[config.mk]
export PLATFORM = sky130hd
export DESIGN_NAME = joy_move_sequencer
export DESIGN_NICKNAME = d
export VERILOG_FILES = /design/src/rtl/joy_move_sequencer.sv
export SDC_FILE = /design/constraint.sdc
export NUM_CORES = 1
export LEC_CHECK = 0
export ABC_AREA = 0
export ABC_CLOCK_PERIOD_IN_PS = 4600
export CAP_MARGIN = 20
export CORE_AREA = 2 2 89 91
export CTS_BUF_LIST = sky130_fd_sc_hd__clkbuf_16
export DETAILED_ROUTE_END_ITERATION = 8
export DIE_AREA = 0 0 91 93
export SLEW_MARGIN = 20
export SYNTH_ARGS = -nofsm -noshare
export SYNTH_HDL_FRONTEND = slang
export SYNTH_SLANG_ARGS = --single-unit
[constraint.sdc]
create_clock -name sys_clk -period 4.6 [get_ports sys_clk]
set_clock_uncertainty 0.2 [all_clocks]
set_input_delay 0.46 -clock sys_clk [delete_from_list [all_inputs] [get_ports sys_clk]]
set_output_delay 0.46 -clock sys_clk [all_outputs]
set_load 0.02 [all_outputs]
[src/rtl/joy_move_sequencer.sv]
// Joystick ADC sequencer: periodic sampling, threshold classification, debounce and auto-repeat.
// Optional ADC_TIMEOUT_EN adds a bounded wait for adc_valid with a sticky adc_err flag.
module joy_move_sequencer #(
  parameter int SAMPLE_INTERVAL = 50000,
  parameter int DEBOUNCE_CNT    = 4,
  parameter int REPEAT_DELAY    = 20,
  parameter int REPEAT_PERIOD   = 5,
  parameter int TIMEOUT         = 1000
) (
  input  logic        sys_clk,
  input  logic        Reset,
  input  logic        pickMode,
  output logic        adc_req,
  input  logic        adc_valid,
  input  logic [12:0] adc_data,
  output logic        move_pulse,
  output logic [2:0]  move_dir,
  output logic        lr_pulse,
  output logic [2:0]  lr_dir,
  output logic        adc_err
);

  localparam int GAP_W = (SAMPLE_INTERVAL > 1) ? $clog2(SAMPLE_INTERVAL) : 1;
  localparam int DB_W  = $clog2(DEBOUNCE_CNT + 1);
  localparam int REP_MAX = (REPEAT_DELAY > REPEAT_PERIOD) ? REPEAT_DELAY : REPEAT_PERIOD;
  localparam int REP_W = $clog2(REP_MAX + 1);
  localparam logic [DB_W-1:0] DB_MAX = DB_W'(DEBOUNCE_CNT);

  if (SAMPLE_INTERVAL < 1 || DEBOUNCE_CNT < 1 || REPEAT_DELAY < 1 ||
      REPEAT_PERIOD < 1 || TIMEOUT < 1) begin : g_param_check
    $error("joy_move_sequencer: all parameters must be >= 1");
  end

  typedef enum logic [1:0] {S_REQ, S_WAIT, S_EVAL, S_GAP} state_t;

  state_t            state, state_n;
  logic [GAP_W-1:0]  gap_cnt;
  logic [12:0]       sample;
  logic              sample_zero;
  logic              mode_q;
  logic [2:0]        cand, accepted;
  logic [DB_W-1:0]   stable;
  logic [REP_W-1:0]  rep;
  logic              wait_expired;

  function automatic logic [2:0] classify(input logic [12:0] v, input logic pick);
    logic [2:0] c;
    c = 3'd0;
    if (v >= 13'd2000 && v <= 13'd3000) c = 3'd1;
    else if (pick)                      c = (v > 13'd3000) ? 3'd2 : 3'd0;
    else if (v >= 13'd150 && v <= 13'd1000) c = 3'd2;
    else if (v < 13'd150)               c = 3'd3;
    else if (v > 13'd3000)              c = 3'd4;
    return c;
  endfunction

  // NOTE: every always_comb output gets a default first so no path leaves it unassigned (no latch).
  always_comb begin
    state_n = state;
    case (state)
      S_REQ:   state_n = S_WAIT;
      S_WAIT:  if (adc_valid || wait_expired) state_n = S_EVAL;
      S_EVAL:  state_n = S_GAP;
      S_GAP:   if (gap_cnt == '0) state_n = S_REQ;
      default: state_n = S_REQ;
    endcase
  end

  // Held low during Reset so every output reads 0 while reset is applied.
  assign adc_req = (state == S_REQ) && !Reset;

  // Per-sample evaluation: debounce, acceptance and repeat scheduling.
  logic [2:0]       code_new, acc_n;
  logic [DB_W-1:0]  stable_n;
  logic [REP_W-1:0] rep_n;
  logic             mode_chg, same, reach, pulse;

  always_comb begin
    code_new = sample_zero ? 3'd0 : classify(sample, pickMode);
    mode_chg = (pickMode != mode_q);
    same     = (code_new == cand);
    stable_n = same ? ((stable == DB_MAX) ? DB_MAX : stable + 1'b1) : DB_W'(1);
    reach    = (stable_n == DB_MAX) && (!same || stable != DB_MAX);
    acc_n    = accepted;
    rep_n    = rep;
    pulse    = 1'b0;
    if (reach) begin
      acc_n = code_new;
      if (code_new != 3'd0) begin
        pulse = 1'b1;
        rep_n = REP_W'(REPEAT_DELAY);
      end else begin
        rep_n = '0;
      end
    end else if (accepted != 3'd0) begin
      if (rep <= REP_W'(1)) begin
        pulse = 1'b1;
        rep_n = REP_W'(REPEAT_PERIOD);
      end else begin
        rep_n = rep - 1'b1;
      end
    end
  end

  always_ff @(posedge sys_clk) begin
    if (Reset) state <= S_REQ;
    else       state <= state_n;
  end

  // NOTE: sequential state uses non-blocking assignments so every register samples pre-edge values.
  always_ff @(posedge sys_clk) begin
    if (Reset) begin
      gap_cnt     <= '0;
      sample      <= '0;
      sample_zero <= 1'b0;
      mode_q      <= 1'b0;
      cand        <= '0;
      stable      <= '0;
      accepted    <= '0;
      rep         <= '0;
      move_pulse  <= 1'b0;
      lr_pulse    <= 1'b0;
      move_dir    <= '0;
      lr_dir      <= '0;
    end else begin
      move_pulse <= 1'b0;
      lr_pulse   <= 1'b0;
      case (state)
        S_WAIT: begin
          if (adc_valid) begin
            sample      <= adc_data;
            sample_zero <= 1'b0;
          end else if (wait_expired) begin
            sample_zero <= 1'b1;
          end
        end
        S_EVAL: begin
          gap_cnt <= GAP_W'(SAMPLE_INTERVAL - 1);
          cand    <= code_new;
          if (mode_chg) begin
            // New mode restarts filtering; this sample only seeds the candidate.
            mode_q   <= pickMode;
            stable   <= DB_W'(1);
            accepted <= '0;
            rep      <= '0;
            move_dir <= '0;
            lr_dir   <= '0;
          end else begin
            stable   <= stable_n;
            accepted <= acc_n;
            rep      <= rep_n;
            if (pulse) begin
              if (mode_q) begin
                lr_pulse <= 1'b1;
                lr_dir   <= acc_n;
              end else begin
                move_pulse <= 1'b1;
                move_dir   <= acc_n;
              end
            end
          end
        end
        S_GAP: if (gap_cnt != '0) gap_cnt <= gap_cnt - 1'b1;
        default: ;
      endcase
    end
  end

`ifdef ADC_TIMEOUT_EN
  localparam int TO_W = $clog2(TIMEOUT + 1);
  logic [TO_W-1:0] wait_cnt;
  logic            err_q;

  assign wait_expired = (state == S_WAIT) && !adc_valid && (wait_cnt == TO_W'(TIMEOUT - 1));
  assign adc_err      = err_q;

  always_ff @(posedge sys_clk) begin
    if (Reset) begin
      wait_cnt <= '0;
      err_q    <= 1'b0;
    end else if (state == S_WAIT && !adc_valid) begin
      wait_cnt <= wait_cnt + 1'b1;
      if (wait_expired) err_q <= 1'b1;
    end else begin
      wait_cnt <= '0;
    end
  end
`else
  assign wait_expired = 1'b0;
  assign adc_err      = 1'b0;
`endif

endmodule
After elaboration in Yosys (flattened, before gate mapping):

Cells that the tools add are included.

* bitwise logic cells: 2
* add/sub/neg operators: 3
* muxes and demuxes: 33
* reduce and logical (&&, ||, !) cells: 24
* $lt $le $gt $ge: 7
* eq/ne operators: 12

Operators with widths (number)
* 3-bit two-way mux: 16
* 16-bit one-hot mux with 2 select lines: 1
* 5-bit two-way mux: 5
* 16-bit zero test: 1
* 16-bit two-way mux: 1
* 16-bit nonzero test: 1
* 16-bit by 1-bit subtractor with 16-bit output, second input constant: 1
* 13-bit by 11-bit greater-or-equal comparator with 1-bit output, second input constant: 1
* 13-bit by 8-bit greater-or-equal comparator with 1-bit output, second input constant: 1
* 13-bit by 12-bit greater-than comparator with 1-bit output, second input constant: 1
* 13-bit by 10-bit <= comparator with 1-bit output, second input constant: 1
* 13-bit by 12-bit <= comparator with 1-bit output, second input constant: 1
* 13-bit by 8-bit less-than comparator with 1-bit output, second input constant: 1
* 2-bit AND reduction: 5
* 3-bit nonzero test: 3
* 2-bit one-hot mux with 4 select lines: 1
* 3-bit equality test, second input constant: 2
* 1-bit two-way mux: 6
* 2-bit two-way mux: 3
* 2-bit != test, second input constant: 3
* 3-bit AND reduction: 2
* 2-bit nonzero test: 3
* 5-bit by 1-bit <= comparator with 1-bit output, second input constant: 1
* 5-bit by 1-bit subtractor with 5-bit output, second input constant: 1
* 13 further kinds: 19

* output and inout port bits: 10
* register bits after elaboration: 54
* word-level logic and storage cells: 93

Longest topological paths before layout:

Gate-level depths: netlist (run 1).

* depth in word-level cells: 14
* mapped depth: 10
* gate-level depth less buffers: 9

Least setup slack after synthesis (run 1):

No wires, ideal clock.

* kind: reg-to-reg
* start: register sample[12]
* end: register lr_dir[0]
* cell stages (with the launch flop): 11
* data required time: 4.308 ns
* slack: 1.432 ns
* clock period less this slack: 3.168 ns
* buffers on the path: 2
* arrival: 2.876 ns
* cells stage by stage: dfxtp_1 > buf_6 > or4b_4 > or4_4 > o21a_1 > or4_4 > a31oi_1 > o31ai_2 > and3_4 > buf_6 > o32ai_1

* longest elaborated chain between the ends: 14

Ends and longest elaborated chain
* from (decl): line 38 `logic [12:0] sample;`
* from (signal assigned): line 131 `sample <= adc_data;`
* 13-bit by 12-bit greater-than comparator with 1-bit output: line 50, 53
* 3-bit two-way mux: line 53 `else if (v > 13'd3000) c = 3'd4;`
* 3-bit two-way mux: line 52 `else if (v < 13'd150) c = 3'd3;`
* 3-bit two-way mux: line 51 `else if (v >= 13'd150 && v <= 13'd1000) c = 3'd2;`
* 3-bit two-way mux: line 50 `else if (pick) c = (v > 13'd3000) ? 3'd2 : 3'd0;`
* 3-bit two-way mux (*): line 49 `if (v >= 13'd2000 && v <= 13'd3000) c = 3'd1;`
* 3-bit equality test: line 81 `same = (code_new == cand);`
* 3-bit two-way mux or 1-bit zero test (tied branches): line 82, 83
* 3-bit equality test or 1-bit logical OR (tied branches): line 83 `reach = (stable_n == DB_MAX) && (!same || stable != DB_MAX);`
* 1-bit logical AND: line 83
* 3-bit two-way mux: line 87 `if (reach) begin`
* 3-bit two-way mux: line 153 `if (mode_q) begin`
* 3-bit two-way mux: line 152 `if (pulse) begin`
* 3-bit two-way mux: line 140 `if (mode_chg) begin`
* to (signal assigned): line 155 `lr_dir <= acc_n;`
* to (decl): line 19 `output logic [2:0] lr_dir,`

Mark *: on every way between the ends. The rest lies on a longest branch, timed or not. The select of a mux whose other input is x is not followed.
A chain may end at the register's enable or synchronous reset.

Final worst setup path (run 1):

* start: register sample[12]
* end: register lr_dir[1]

Same word-level chain as after synthesis.

==> qor.yml, run 1 <==
syn-cell-area_sq_mm: 0.002915
cts_hold_buf: 0
ys_seq_elements: 54
vias: 2517
syn-num-nets: 377
hold_viol_final: 0
fin_area_sq_mm: 0.003353
worst_setup_path_end_kind: "register"
post_dp_cell_area_sq_mm: 0.003216
layout_common_cells: "54 x dfxtp_1, 38 x a21oi_1, 37 x nand2_1, 30 x nor2_1, 24 x clkdlybuf4s50_1"
fin_crit_ns: 3.628
r2r_slack_ns: 0.97
track_usage_pct: 15.45
max_freq_mhz: 275.6
gr-total-overflow: 0
slew_headroom_pct: 37.55
synth-edff-count: 0
clockRootBuffer: "clkbuf_16"
worstReg2RegStart: "sample[12]$_SDFFE_PP0P_"
clock-sinks: 54
cts_buffer_depth: 2
ios: 27
grt_max_degree: 54
min_path_cells: 2
antennaDiodeCount: 0
hold_slack_ns: 0.2685
critical_path_class: "register to register"
rows: 32
period_share_pct: 78.88
core_sq_mm: 0.007527
syn_inst: 349
insertion_delay_ns: 0.29
area_growth_pct: 15.02
tritoncts: "built"
hp-start: "sample[0]$_SDFFE_PP0P_"
finalNetCount: 394
timing.final.ws_setup_ns: 0.9715
antenna_found_initial: 0
hold_class: "register to register"
worstPathRequired_ns: 4.56
drive_above_1_share_pct: 6.812
r2r-end: "lr_dir[1]$_SDFFE_PP0P_"
instances_no_fill: 469
wl_per_cell_um: 13.02
die_h_um: 93
grt_pass1_wl_mm: 10.76
postCtsSetupBuffers: 0
fin_tns_setup_ns: 0
p_leak_nw: 1.133
die_w_um: 91
numCtsBuffers: 5
drt-total-wl_mm: 6.105
cts-resized-gates: 0
pre_cts_ws_ns: 0.7668
die_area_sq_mm: 0.008463
htreeDepth: 2
place_hpwl_mm: 4.289
fin_util_pct: 44.55
r2r_cells: 8
outcome: "completed"
switching_power_uw: 525.9
cts.clk_slew.worst_paths_ns: 0.07
drt_iter0_drc: 96
p_sw_share_pct: 35.48
p_clk_share_pct: 24.6
route.detailed.drc: 0
peakVddDrop_uv: 163.2
sequentialPowerShare_pct: 42.9
syn_avg_cell_area_sq_um: 8.353
startpoint_type: "register"
worstMarginPinSlew_ns: 0.9367
routed_via_density: 5.367
holdPathEnd: "sample[0]$_SDFFE_PP0P_"
max_cap_viol_count: 0
yosysWarnings: 0
synth_cell_type_count: 59
dp.cells: 461
p_per_area_mw_per_mm2: 442.0
arrival_ns: 3.59
p_total_mw: 1.482
ys_async_sr_fraction_pct: 0
rsz0062_at_grt: "no"
p_int_uw: 956.3
critical_path.max_fanout: 13
grt_pass1_vias: 2390
start_util_pct: 38.73
synth-main-ff-cell: "dfxtp_1"
layout_commonest_cell: "dfxtp_1"
setup_viol: 0
drv_slew: 0
pwr-share-comb_pct: 32.5
portBuffers: 25
seq_area_frac_synth_pct: 37.08
gp_congestion: 0.8388
postRouteAntennaNets: 0
firstDrtPassIters: 4
-- flip-flops by register name, summed over array words and instances (netlist names) --
name        cells
accepted        3
cand            3
gap_cnt        16
lr_dir          3
lr_pulse        1
mode_q          1
move_dir        3
move_pulse      1
rep             5
sample         13
stable          3
state           2
-- cell families after synthesis --
family	after synthesis	synth area share [%]
mux	3	1.030
compound gates	101	24.25
flops	54	37.08
simple gates	137	24.81
fa+ha+maj	11	4.721
other cells	1	0.1286
buf+inv	31	4.678
xor+xnor	11	3.305
-- power groups by stage --
stage | logic (mW) | clock network, mW | registers [mW]
finish | 0.481 | 0.364 | 0.637
global route | 0.555 | 0.394 | 0.649
CTS | 0.486 | 0.377 | 0.636
detailed placement | 0.482 | 0 | 0.646
global placement | 0.477 | 0 | 0.643
floorplan | 0.399 | 0 | 0.621
-- layout make-up --
cell class,instances,area (sq um)
Inverter,15,56.30
Clock inverter,3,12.51
Multi-Input combinational cell,264,1698
Fill cell,776,4174
Clock buffer,5,125.1
Timing Repair Buffer,26,252.7
Tap cell,102,127.6
Sequential cell,54,1081
-- worst max-delay path by stage --
| stage | from | to | slack, ns | depth (start not counted) |
|---|---|---|---|---|
| 2_1_floorplan | sample[12]$_SDFFE_PP0P_ | lr_dir[0]$_SDFFE_PP0P_ | 1.43 | 10 |
| 3_3_place_gp | pickMode | lr_dir[1]$_SDFFE_PP0P_ | 0.83 | 9 |
| 3_5_place_dp | pickMode | lr_dir[1]$_SDFFE_PP0P_ | 0.77 | 9 |
| 4_1_cts | sample[12]$_SDFFE_PP0P_ | lr_dir[1]$_SDFFE_PP0P_ | 0.98 | 8 |
| 5_1_grt | sample[9]$_SDFFE_PP0P_ | lr_dir[0]$_SDFFE_PP0P_ | 0.66 | 8 |
| 6_report | sample[12]$_SDFFE_PP0P_ | lr_dir[1]$_SDFFE_PP0P_ | 0.97 | 8 |
-- cells in the mapped netlist (3+ instances only) --
| cell type | n | share of area (%) |
|---|---|---|
| a211o_1 | 4 | 1.2 |
| a211oi_1 | 7 | 1.8 |
| a21oi_1 | 38 | 6.5 |
| a22oi_1 | 3 | 0.77 |
| a311oi_2 | 3 | 1.5 |
| a31oi_1 | 6 | 1.3 |
| clkbuf_1 | 12 | 1.5 |
| dfxtp_1 | 54 | 37 |
| ha_1 | 11 | 4.7 |
| inv_1 | 15 | 1.9 |
| mux2i_1 | 3 | 1.0 |
| nand2_1 | 37 | 4.8 |
| nand2b_1 | 10 | 2.1 |
| nand3_1 | 6 | 1.0 |
| nor2_1 | 30 | 3.9 |
| nor3_1 | 16 | 2.7 |
| o21a_1 | 3 | 0.77 |
| o21ai_0 | 9 | 1.5 |
| o311ai_0 | 3 | 0.90 |
| o32ai_1 | 7 | 2.1 |
| or3_1 | 9 | 1.9 |
| or4_1 | 7 | 1.8 |
| xnor2_1 | 5 | 1.5 |
| xor2_1 | 6 | 1.8 |
-- worst max-delay path, stage by stage, from the launching register on --
cell      delay, ns
dfxtp_1        0.39
or4b_4         0.57
or4_4          0.44
o21a_1         0.14
or4_4          0.50
a311oi_2       0.65
or3_4          0.29
and3_4         0.22
o32ai_1        0.09
-- metal layers --
metal / global-route usage [%] / part of all wire [%]
met1: 19.24 / 50
met2: 26.54 / 46
met3: 3.304 / 2.5
met4: 5.303 / 1.4
met5: 0 / 0
Note: power is estimated with default switching activity, not from simulation.
==> run 2, diff against run 1 <==
Settings changed: ABC_CLOCK_PERIOD_IN_PS 4600 to 3100.
Clock period 4.6 ns to 3.1 ns, I/O delays scaled along.
==> qor.yml, run 2 (synthesis results as in run 1) <==
outcome: "complete, but fails checks"
violations: "negative setup slack"
vias: 2615  # +3.9%
routed_via_density: 5.294  # -1.4%
route.detailed.drc: 0  # unchanged
worstMarginPinSlew_ns: 0.6913  # -0.2454 ns
layout_commonest_cell: "dfxtp_1"
p_per_area_mw_per_mm2: 677.4  # +53%
rsz0062_at_grt: "yes"
startpoint_type: "register"
antenna_found_initial: 0  # unchanged
critical-path-max-stage-delay_ns: 0.53  # -0.12 ns
start_util_pct: 38.73  # unchanged
clockRootBuffer: "clkbuf_16"
clock-sinks: 54  # unchanged
p_total_mw: 2.479  # +67%
peakVddDrop_uv: 306.7  # +88%
core_sq_mm: 0.007527  # unchanged
gr-total-overflow: 0  # unchanged
wl_per_cell_um: 12.92  # -0.75%
hold_viol_final: 0  # unchanged
arrival_ns: 3.08  # -0.51 ns
worstPathRequired_ns: 3.07  # -1.49 ns
largest_register: "gap_cnt"
antennaDiodeCount: 0  # unchanged
area_growth_pct: 25.54
htreeDepth: 2  # unchanged
place_hpwl_mm: 4.616  # +7.6%
insertion_delay_ns: 0.29  # about the same
fin_tns_setup_ns: -0.02528  # -0.02528 ns
finalNetCount: 419  # +6.3%
p_leak_nw: 1.293  # +14%
timing.final.ws_setup_ns: -0.008417  # -0.9799 ns
ios: 27  # unchanged
critical_path.max_fanout: 6  # -7
largest_register_ffs: 16  # unchanged
gp_congestion: 0.8742  # +4.2%
drv_slew: 0  # unchanged
grt_max_degree: 32  # -41%
hold_class: "input port to register"
grt_pass1_wl_mm: 11.14  # +3.5%
fin_util_pct: 48.62  # +4.1 points
hold_slack_ns: 0.2334  # -0.03504 ns
setup_viol: 5  # +5
worst_setup_path_end_kind: "register"
tritoncts: "built"
cts.clk_slew.worst_paths_ns: 0.07  # about the same
post_dp_cell_area_sq_mm: 0.003388  # +5.4%
grt_pass1_vias: 2529  # +5.8%
fin_area_sq_mm: 0.003660  # +9.1%
die_area_sq_mm: 0.008463  # unchanged
pre_cts_ws_ns: -0.3061  # -1.073 ns
crit_path_top_delay_cell: "or4b_4"
firstDrtPassIters: 4  # unchanged
max_freq_mhz: 321.7  # +17%
crit_chain: "or4b_4 > or4_4 > o21a_1 > or4_4 > a311oi_4 > buf_6 > nor2_1 > a31oi_1 > o32ai_1"
die_h_um: 93  # unchanged
die_w_um: 91  # unchanged
cpMostUsedCell: "or4_4"
cts_buffer_depth: 2  # unchanged
track_usage_pct: 15.52  # +0.066 points
fin_crit_ns: 3.108  # -0.5201 ns
drt-total-wl_mm: 6.382  # +4.5%
instances_no_fill: 494  # +5.3%
slew_headroom_pct: 53.56  # +16 points
max_cap_viol_count: 0  # unchanged
rows: 32  # unchanged
postRouteAntennaNets: 0  # unchanged
layout_common_cells: "53 x dfxtp_1, 38 x a21oi_1, 37 x nand2_1, 30 x nor2_1, 25 x buf_4"
critical_path_class: "register to register"
reg_top3: "gap_cnt (16), sample (13), rep (5)"
dp.cells: 484  # +5.0%
portBuffers: 25  # unchanged
drt_iter0_drc: 101  # +5.2%
period_share_pct: 100.3  # +21 points
drive_above_1_share_pct: 14.54  # +7.7 points
numCtsBuffers: 5  # unchanged
[run 2: final timing paths]
| check | from | to | cells past startpoint | slack (ns) |
|---|---|---|---|---|
| setup reg to reg | sample[12]$_SDFFE_PP0P_ | lr_dir[2]$_SDFFE_PP0P_ | 9 | -0.008 |
| hold reg to reg | sample[0]$_SDFFE_PP0P_ | sample[0]$_SDFFE_PP0P_ | 2 | 0.26 |
| hold / removal | Reset | accepted[1]$_SDFFE_PP0P_ | 2 | 0.23 |
| setup / recovery | sample[12]$_SDFFE_PP0P_ | lr_dir[2]$_SDFFE_PP0P_ | 9 | -0.008 |
[run 2: power breakdown]
group	internal [mW]	total, mW	leakage [nW]	switching, mW
Combinational	0.383	0.828	0.760	0.445
Clock	0.464	0.722	0.0940	0.258
Sequential	0.813	0.929	0.439	0.116
Total	1.66	2.48	1.29	0.819
[run 2: cell type report]
cell class / instances / area, sq um
clock inverters: 3 / 68.82
flip-flops and latches: 54 / 1082
fillers: 773 / 3867
inverters: 15 / 56.30
repair buffers: 51 / 444.2
well taps: 102 / 127.6
clock buffers: 5 / 125.1
multi-input cells: 264 / 1755
[run 2: what timing repair did]
| item | CTS | global route |
|---|---|---|
| gates resized for setup | 8 | 4 |
| setup endpoints to repair | 10 | 16 |
| hold endpoints to repair | 0 | 0 |
| gates cloned | 1 | 0 |
| pin swaps | 7 | 1 |
| buffers inserted | 1 | 0 |
| hold buffers | 0 | 0 |
[run 2: critical path, delay by kind of cell, from the launching register on]
kind                   cells  cell delay, ns
flip-flops                 1            0.32
buffers and inverters      1            0.17
AO/OA/AOI/OAI              4            0.77
AND/OR/NAND/NOR            4            1.53
[run 2: routing by layer]
metal	wire, um	vias up	global-route usage (%)
met5	0	-	0
met4	81	0	4.924
met3	153	6	2.015
met2	3047	40	27.35
met1	3099	1210	19.73
li1	-	1359	-
